## src/rtl/int_vector_ctrl.sv

```systemverilog
// ============================================================================
// Module   : int_vector_ctrl
// Brief    : Edge-detected, fixed-priority interrupt controller with vectoring
//            and in-service tracking for the single-cycle MIPS core.
// Revision : 1.0 - initial release
// ============================================================================
`default_nettype none

module int_vector_ctrl #(
    parameter logic [31:0] VEC_BASE   = 32'h0000_01F0,
    parameter logic [31:0] VEC_STRIDE = 32'd4
) (
    input  logic        Clk,
    input  logic        reset,
    input  logic [3:0]  done,
    input  logic        int_ack,
    input  logic        eoi,
    input  logic        mask_we,
    input  logic [3:0]  mask_wd,
    input  logic        ovf_clr,
    output logic        irq,
    output logic [31:0] int_addr,
    output logic [3:0]  pending,
    output logic [3:0]  mask,
    output logic [3:0]  in_service,
    output logic [3:0]  ovf
);

    typedef enum logic [1:0] {
        S_IDLE    = 2'd0,
        S_REQ     = 2'd1,
        S_SERVICE = 2'd2
    } state_t;

    state_t     r_state;
    state_t     w_state_nxt;
    logic [1:0] r_sel_id;
    logic [1:0] w_sel_nxt;
    logic [1:0] w_winner;

    logic [3:0] r_done_q;
    logic [3:0] r_pending;
    logic [3:0] r_mask;
    logic [3:0] r_in_service;
    logic [3:0] r_ovf;

    logic [3:0] w_event;
    logic [3:0] w_eligible;
    logic [3:0] w_sel_onehot;
    logic [3:0] w_ack_clr;
    logic [3:0] w_new_ovf;
    logic       w_ack_take;
    logic       w_eoi_take;

    assign w_event      = done & ~r_done_q;
    assign w_eligible   = r_pending & ~r_mask;
    assign w_sel_onehot = 4'b0001 << r_sel_id;
    assign w_ack_take   = (r_state == S_REQ) && int_ack;
    assign w_eoi_take   = (r_state == S_SERVICE) && eoi;
    assign w_ack_clr    = w_ack_take ? w_sel_onehot : 4'b0000;
    // A fresh event on a bit being acknowledged re-arms it rather than overflowing
    assign w_new_ovf    = w_event & r_pending & ~w_ack_clr;

    always_comb begin
        w_winner = 2'd3;
        if (w_eligible[0])      w_winner = 2'd0;
        else if (w_eligible[1]) w_winner = 2'd1;
        else if (w_eligible[2]) w_winner = 2'd2;
    end

    always_comb begin
        w_state_nxt = r_state;
        w_sel_nxt   = r_sel_id;
        case (r_state)
            S_IDLE: begin
                if (w_eligible != 4'b0000) begin
                    w_sel_nxt   = w_winner;
                    w_state_nxt = S_REQ;
                end
            end
            S_REQ: begin
                if (int_ack) w_state_nxt = S_SERVICE;
            end
            S_SERVICE: begin
                if (eoi) w_state_nxt = S_IDLE;
            end
            default: w_state_nxt = S_IDLE;
        endcase
    end

    always_ff @(posedge Clk or posedge reset) begin
        if (reset) begin
            r_state  <= S_IDLE;
            r_sel_id <= 2'd0;
        end else begin
            r_state  <= w_state_nxt;
            r_sel_id <= w_sel_nxt;
        end
    end

    always_ff @(posedge Clk or posedge reset) begin
        if (reset) begin
            r_done_q     <= 4'b0000;
            r_pending    <= 4'b0000;
            r_mask       <= 4'b0000;
            r_in_service <= 4'b0000;
            r_ovf        <= 4'b0000;
        end else begin
            r_done_q  <= done;
            r_pending <= (r_pending & ~w_ack_clr) | w_event;
            r_ovf     <= (ovf_clr ? 4'b0000 : r_ovf) | w_new_ovf;
            if (mask_we) r_mask <= mask_wd;
            if (w_ack_take)      r_in_service <= w_sel_onehot;
            else if (w_eoi_take) r_in_service <= 4'b0000;
        end
    end

    assign irq        = (r_state == S_REQ);
    assign int_addr   = VEC_BASE + VEC_STRIDE * {30'd0, r_sel_id};
    assign pending    = r_pending;
    assign mask       = r_mask;
    assign in_service = r_in_service;
    assign ovf        = r_ovf;

endmodule

`default_nettype wire

```

## config.mk

```make
export PLATFORM = sky130hd
export DESIGN_NAME = int_vector_ctrl
export DESIGN_NICKNAME = d
export VERILOG_FILES = /design/src/rtl/int_vector_ctrl.sv
export SDC_FILE = /design/constraint.sdc
export NUM_CORES = 1
export LEC_CHECK = 0
export CAP_MARGIN = 20
export CORE_ASPECT_RATIO = 2
export CORE_MARGIN = 4
export CORE_UTILIZATION = 36
export CTS_CLUSTER_DIAMETER = 60
export CTS_CLUSTER_SIZE = 20
export DETAILED_ROUTE_END_ITERATION = 7
export PLACE_DENSITY = 0.75
export SETUP_SLACK_MARGIN = 0.1
export SYNTH_ARGS = -nofsm -noshare
export SYNTH_HDL_FRONTEND = slang
export SYNTH_SLANG_ARGS = --single-unit
```

## constraint.sdc

```tcl
create_clock -name Clk -period 4.2 [get_ports Clk]
set_clock_uncertainty 0.15 [all_clocks]
set_input_delay 0.84 -clock Clk [delete_from_list [all_inputs] [get_ports Clk]]
set_output_delay 0.84 -clock Clk [all_outputs]
set_load 0.03 [all_outputs]
```

# ---- After elaboration in Yosys (flattened, before gate mapping)
# Index checks and enable logic that the tools add are counted.
dict set report op_classes {
  n_addsub 1
  multipliers 0
  div_mod_pow 0
  magnitude_cmp 0
  eq_ne 5
  shifts 1
  muxes 11
  bitwise 10
  n_reduce_logical 7
}
# op n
set ops {}
lappend ops {{$and 4x4->4} 5}
lappend ops {{$mux 4} 4}
lappend ops {{$not 4->4} 3}
lappend ops {{$add 9x4->10 const A} 1}
lappend ops {{$mux 2} 5}
lappend ops {{$or 4x4->4} 2}
lappend ops {{$ne 2x2->1 const B} 3}
lappend ops {{$pmux 2 s3} 1}
lappend ops {{$reduce_bool 4->1} 1}
lappend ops {{$shl 1x2->4 const A} 1}
lappend ops {{$reduce_and 3->1} 1}
lappend ops {{$eq 2x1->1 const B} 1}
lappend ops {{$eq 2x2->1 const B} 1}
lappend ops {{$logic_and 1x1->1} 2}
lappend ops {{$logic_not 2->1} 1}
lappend ops {{$reduce_and 2->1} 1}
lappend ops {{$reduce_bool 2->1} 1}
lappend ops {{$mux 1} 1}
dict set report word_totals {
  regBits 24
  latchBits 0
  ram_bits 0
  romBits 0
  inputBits 14
  output_inout_bits 49
  elab_cells 42
  memories 0
}

# ---- Longest topological paths before layout
# Gate-level depths: netlist (run 1).
dict set report depth {
  ltp_word 6
  depth_mapped 3
  ltp_nobuf 3
}

# ---- Least setup slack after synthesis (run 1)
# No wires, ideal clock.
dict set report synth_path {
  kind {reg-to-output}
  start {register r_state[0]}
  end {output port irq}
  arrival_time_ps 895
  path_slack_ps 2315
  path_stages_with_launch 3
  path_cell_list {dfrtp_1 inv_1 nor2_1}
}
dict set report synth_between {
  elab_chain_cells 1
}
# element line
set synth_rtl {}
lappend synth_rtl {{start, declared} 35} ;# state_t r_state;
lappend synth_rtl {{start signal, assigned} 96} ;# r_state <= w_state_nxt;
lappend synth_rtl {{$eq 2x1->1} 118} ;# assign irq = (r_state == S_REQ);
lappend synth_rtl {{end, declared} 21} ;# output logic irq,
# No other way between the ends.

# ---- Worst setup path in the final report (run 1)
# Ends and elaborated chain as after synthesis.

==> out/summary.txt, run 1 <==
Status = completed
Overall power = 984 uW
Die area = 0.00431 mm2
Post-layout min period = 2.57 ns
Drt wl/cell = 13.5 um
Clk root buf = clkbuf_8
TNS Setup = 0 ns
Fin nets = 156
Clk buf depth = 2
Worst-path clk slew = 0.08 ns
All-layer global routing usage = 11.0%
Dpl hpwl = 1920 um
Final Hold Viols = 0
Total number of vias = 798
Post-synth cell types = 25
Starting density of the core = 37.3%
Vias in the first global route = 861
Largest net degree at the start of global routing = 25
IO Count = 63
Core ar. = 0.00316 mm2
Tightest Pin Transition = 0.891 ns
# port buffers = 32
Synth Warn # = 0
CP endpoint kind = primary output
Clk sinks = 24
Pwr per Cell Area = 669 mW/mm2
Synthesized area = 0.00118 mm2
Async set or reset register ratio after synthesis = 100%
CP max stage delay = 0.67 ns
WP data required = 3.21 ns
Setup bufs post-CTS = 0
Max Cap Viol = 0
Die Span X = 48.4 um
Layout cells sized above 1 = 6.38%
Cell Chain, Critical Path = inv_1 -> nor2_1 -> clkdlybuf4s50_1
Initial antenna violation count = 0
VDD IR max = 365 uV
Antenna viol nets, final = 0
First-pass GRT wire length = 3730 um
Flops & latches, synth = 24
Gr ovfl total = 0
Post-synthesis sequential area ratio = 51.0%
Slowest-stage cell, CP = clkdlybuf4s50_1
Most common cell after layout, fill and taps aside = clkdlybuf4s50_1
Tcrit/Tclk final = 61.1%
Max H-tree Level = 1
Post-synth EDFFs = 0
Synthesis-to-layout area growth = 25.0%
Most frequent cells in the layout = clkdlybuf4s50_1 (32), conb_1 (30), dfrtp_1 (24)
Inserted Diodes = 0
Clock latency on the worst-skew pair = 0.26 ns
GPL Wtd Cong = 0.855
Ys flop type = dfrtp_1
CP Class = reg -> out
Syn avg cell area = 11.0 um2
Std cell rows = 29
RSZ-0062 raised after global routing = false
Die height = 88.9 um
Routed WL = 2320 um
Final max-slew violation count = 0
Vias/cell = 4.64
Cts bufs inserted = 3
CTS tree = yes
Hold-fix buffers, CTS = 0
Post-CTS Resized = 0
Slew headroom = 40.5%
Syn Inst Count = 107
Worst-path fanout max = 7
DRT iter0 DRCs = 11
DRC Markers = 0
CP Launch Type = register
HP Class = reg -> reg
Peak Freq = 0.390 GHz
Leak = 0.000672 uW
Final setup viols = 0
Arrival @ worst endpoint = 1.58 ns
1st-pass router iterations = 4
-- through the flow --
| step | instance area, um2 | instances | setup slack (ns) | hold WS, ns | util, % |
|---|---|---|---|---|---|
| floorplan | 1280 | 135 | 2.31 | 0.334 | - |
| global placement | 1420 | 168 | 1.94 | 0.324 | 44.9 |
| detailed placement | 1420 | 168 | 1.91 | 0.322 | 44.9 |
| CTS | 1470 | 172 | 1.61 | 0.349 | 46.6 |
| global route | 1470 | 172 | 1.53 | 0.375 | 46.6 |
| finish | 1470 | 172 | 1.63 | 0.346 | 46.6 |
-- cell usage after synthesis (all sizes together), types with 2 or more instances --
library cell	number	share of area, %
buf	30	19
conb	2	0.64
a32o	2	1.7
o21ai	5	2.1
o2bb2ai	5	3.7
inv	5	1.6
dfrtp	24	51
mux2	4	3.8
nor2b	5	2.7
a21o	2	1.3
nor2	3	0.96
nand2b	4	2.1
nand2	4	1.3
-- report_power, final --
group / internal [uW] / total [uW] / switching [uW]
sequential: 300 / 365 / 65.6
clock: 83.6 / 152 / 68.9
combinational: 187 / 467 / 279
-- layer usage --
layer,global-route usage [%],share of wire (%),up-vias
met1,10.9,34,376
met3,2.53,8.1,7
met4,6.55,2.5,0
met2,20.2,56,47
li1,-,-,368
met5,0,0,-
-- logic make-up (layout without fill, tap and decap cells) --
logic type / Yosys count / count (layout) / synth area share (%)
AOI/OAI and AO/OA: 21 / 21 / 13.8
buffers and inverters: 35 / 41 / 20.7
DFF: 24 / 24 / 51.0
muxes: 4 / 4 / 3.83
other: 2 / 30 / 0.638
and+or+nand+nor: 21 / 21 / 9.99
-- path summary, 6_finish.rpt --
path / depth (start not counted) / slack, ns / start / end
worst max-delay path: 3 / 1.63 / r_state[0] / irq
max in group asynchronous: 2 / 2.44 / reset / r_state[0]
worst max register to register: 3 / 2.75 / r_state[1] / ovf[3]
worst min register to register: 1 / 0.35 / in_service[2] / in_service[2]
min in group asynchronous: 2 / 0.91 / reset / in_service[2]
worst min-delay path: 1 / 0.35 / in_service[2] / in_service[2]
-- area by class of cell --
type | instances | area (um2)
timing repair buffer | 32 | 320
inverter | 5 | 18.8
sequential | 24 | 601
fill | 308 | 1690
multi-input combinational | 76 | 438
tap | 31 | 38.8
clock buffer | 4 | 55.1
-- worst max-delay path: cells and delay by family (launching register included) --
family                 cells  cell delay (ns)
AND/OR/NAND/NOR            1             0.10
buffers and inverters      2             0.78
flip-flops                 1             0.43
-- sequential cells by signal, summed over array words and instances, names as in the netlist --
signal and cells:
r_sel_id 2, pending 4, mask 4, r_done_q 4
r_state 2, in_service 4, ovf 4
(Power assumes the default switching activity.)
==> inputs of run 2 (changes only) <==
Settings changed: CORE_UTILIZATION 36 to 35, PLACE_DENSITY 0.75 to 0.76.
Clock period 4.2 ns to 2.2 ns, I/O delays scaled along.
==> run 2 against run 1 <==
Against the previous run: register-to-register slack got worse by 2.0 ns; largest power group unchanged; global-route usage increased by 0.78 points; sequential share of layout area decreased by 0.17 points; core utilization decreased by 0.33 points; setup slack got worse by 1.4 ns; critical path depth decreased by 2; final cell count increased by 0.58%; combinational power increased by 93%; sequential power increased by 91%; non-clock buffer count increased by 1; clock power increased by 90%.
==> out/summary.txt, run 2 (synthesis gave the netlist of run 1 again) <==
Max H-tree Level = 1 (unchanged)
Setup bufs post-CTS = 0 (unchanged)
Cell Chain, Critical Path = clkdlybuf4s50_1
Levels on crit path = 1 (-2)
First-pass GRT wire length = 4240 um (+14%)
Status = completed
Core ar. = 0.00319 mm2 (+1.1%)
Synthesis-to-layout area growth = 25.5%
Switch Pwr = 807 uW (+95%)
Final setup viols = 0 (unchanged)
Total number of vias = 811 (+1.6%)
Worst-path clk slew = 0.08 ns (about the same)
Clk buf depth = 2 (unchanged)
Die area = 0.00441 mm2 (+2.5%)
Reg-to-reg slack, setup = 0.73 ns (-2.02 ns)
Slowest-stage cell, CP = clkdlybuf4s50_1
RSZ-0062 raised after global routing = false
CP Launch Type = register
Hold_ws = 0.349 ns (+0.00364 ns)
Std cell rows = 29 (unchanged)
Layout cells sized above 1 = 7.04% (+0.66 points)
# port buffers = 32 (unchanged)
Fin area = 0.00148 mm2 (+0.43%)
Most frequent cells in the layout = clkdlybuf4s50_1 (31), conb_1 (30), dfrtp_1 (24)
CP Class = reg -> out
Leak = 0.000679 uW (+1.0%)
Worst-path fanout max = 6 (-1)
Worst r2r src = r_state[1]
CTS tree = yes
Worst setup margin = 0.189 ns (-1.44 ns)
Dpl hpwl = 2080 um (+8.3%)
GPL Wtd Cong = 0.848 (-0.78%)
Antenna viol nets, final = 0 (unchanged)
Clk root buf = clkbuf_8
Final Hold Viols = 0 (unchanged)
Delay-heaviest family, CP = buffers and inverters
Register share of total power = 36.9% (-0.2 points)
Most common cell after layout, fill and taps aside = clkdlybuf4s50_1
Crit path buf inv count = 1 (-1)
IO Count = 63 (unchanged)
Fin nets = 157 (+0.64%)
Internal power = 1080 uW (+90%)
Final core area utilization = 46.3% (-0.33 points)
CP max stage delay = 0.71 ns (+0.04 ns)
RR Endpoint = ovf[1]
All-layer global routing usage = 11.8% (+0.78 points)
DRC Markers = 0 (unchanged)
Arrival @ worst endpoint = 1.42 ns (-0.16 ns)
Crit path to = int_addr[3]
Placed Area = 0.00142 mm2 (+0.53%)
Switching Fraction = 42.7% (+0.68 points)
Cts bufs inserted = 3 (unchanged)
Comb power frac = 47.8% (+0.4 points)
TNS Setup = 0 ns (unchanged)
HP Class = reg -> reg
Pre-CTS setup slack = 0.303 ns (-1.60 ns)
Largest net degree at the start of global routing = 25 (unchanged)
Max Cap Viol = 0 (unchanged)
Tcrit/Tclk final = 91.4%
Final max-slew violation count = 0 (unchanged)
Clk sinks = 24 (unchanged)
Initial antenna violation count = 0 (unchanged)
1st-pass router iterations = 4 (unchanged)
Die Span X = 49.0 um (+1.2%)
DRT iter0 DRCs = 17 (+6)
Clk pwr share = 15.3% (-0.2 points)
Setup crit start = r_sel_id[1]
Die height = 90.0 um (+1.3%)
Vias in the first global route = 951 (+10%)
Vias/cell = 4.69 (+1.0%)
HP Start = ovf[1]
Inserted Diodes = 0 (unchanged)
CP endpoint kind = primary output
Peak Freq = 0.497 GHz
Drt wl/cell = 14.5 um (+7.6%)
Clock latency on the worst-skew pair = 0.26 ns (about the same)
Gr ovfl total = 0 (unchanged)
R2R cell count = 3 (unchanged)
Pwr per Cell Area = 1280 mW/mm2 (+91%)
Routed WL = 2520 um (+8.3%)
VDD IR max = 601 uV (+64%)
Starting density of the core = 36.9% (-0.42 points)
WP data required = 1.61 ns (-1.60 ns)
Post-layout min period = 2.01 ns
[run 2: cell types whose count changed in the layout (fill, tap and decap cells not counted)]
cell / change
buf_4: +1
clkdlybuf4s50_1: -1
dlygate4sd2_1: +1
[run 2: final cells by class]
class / count / area [um2]
fillers: 312 / 1720
flip-flops and latches: 24 / 601
inverters: 5 / 18.8
multi-input cells: 76 / 438
well taps: 31 / 38.8
repair buffers: 33 / 327
clock buffers: 4 / 55.1
[run 2: how the worst min path moves through the flow]
stage / endpoint / slack [ns] / cells after the start
6_report: ovf[1] / 0.35 / 1
5_1_grt: ovf[1] / 0.37 / 1
4_1_cts: ovf[1] / 0.35 / 1
3_5_place_dp: ovf[1] / 0.32 / 1
3_3_place_gp: ovf[0] / 0.33 / 1
2_1_floorplan: in_service[0] / 0.30 / 1
[run 2: what timing repair did]
item	4_1_cts	5_1_grt
setup endpoints to repair	1	0
resized for setup	1	0
hold buffers	0	0
[run 2: routing by layer]
layer	GRT usage (%)	vias to the layer above	part of all wire (%)
li1	-	373	-
met1	11.8	382	33
met2	21.4	48	56
met3	2.15	8	7.8
met4	6.97	0	2.9
met5	0	-	0
[run 2: per-stage QoR]
step / cells / power, uW
finish: 173 / 1890
global placement: 169 / 1590
global route: 173 / 2000
floorplan: 135 / 1280
detailed placement: 169 / 1620
CTS: 173 / 1900
[run 2: power by group through the flow]
stage	Clock, uW	Combinational (uW)	Sequential [uW]
finish	289	903	697
global placement	0	885	701
detailed placement	0	909	708
global route	317	964	723
floorplan	0	388	894
CTS	292	907	699
==> inputs of run 3 (changes only) <==
Settings changed: HOLD_SLACK_MARGIN from default to 0.1.
==> results of run 3 <==
No change in the layout: final DEF, timing and power equal those of run 2.
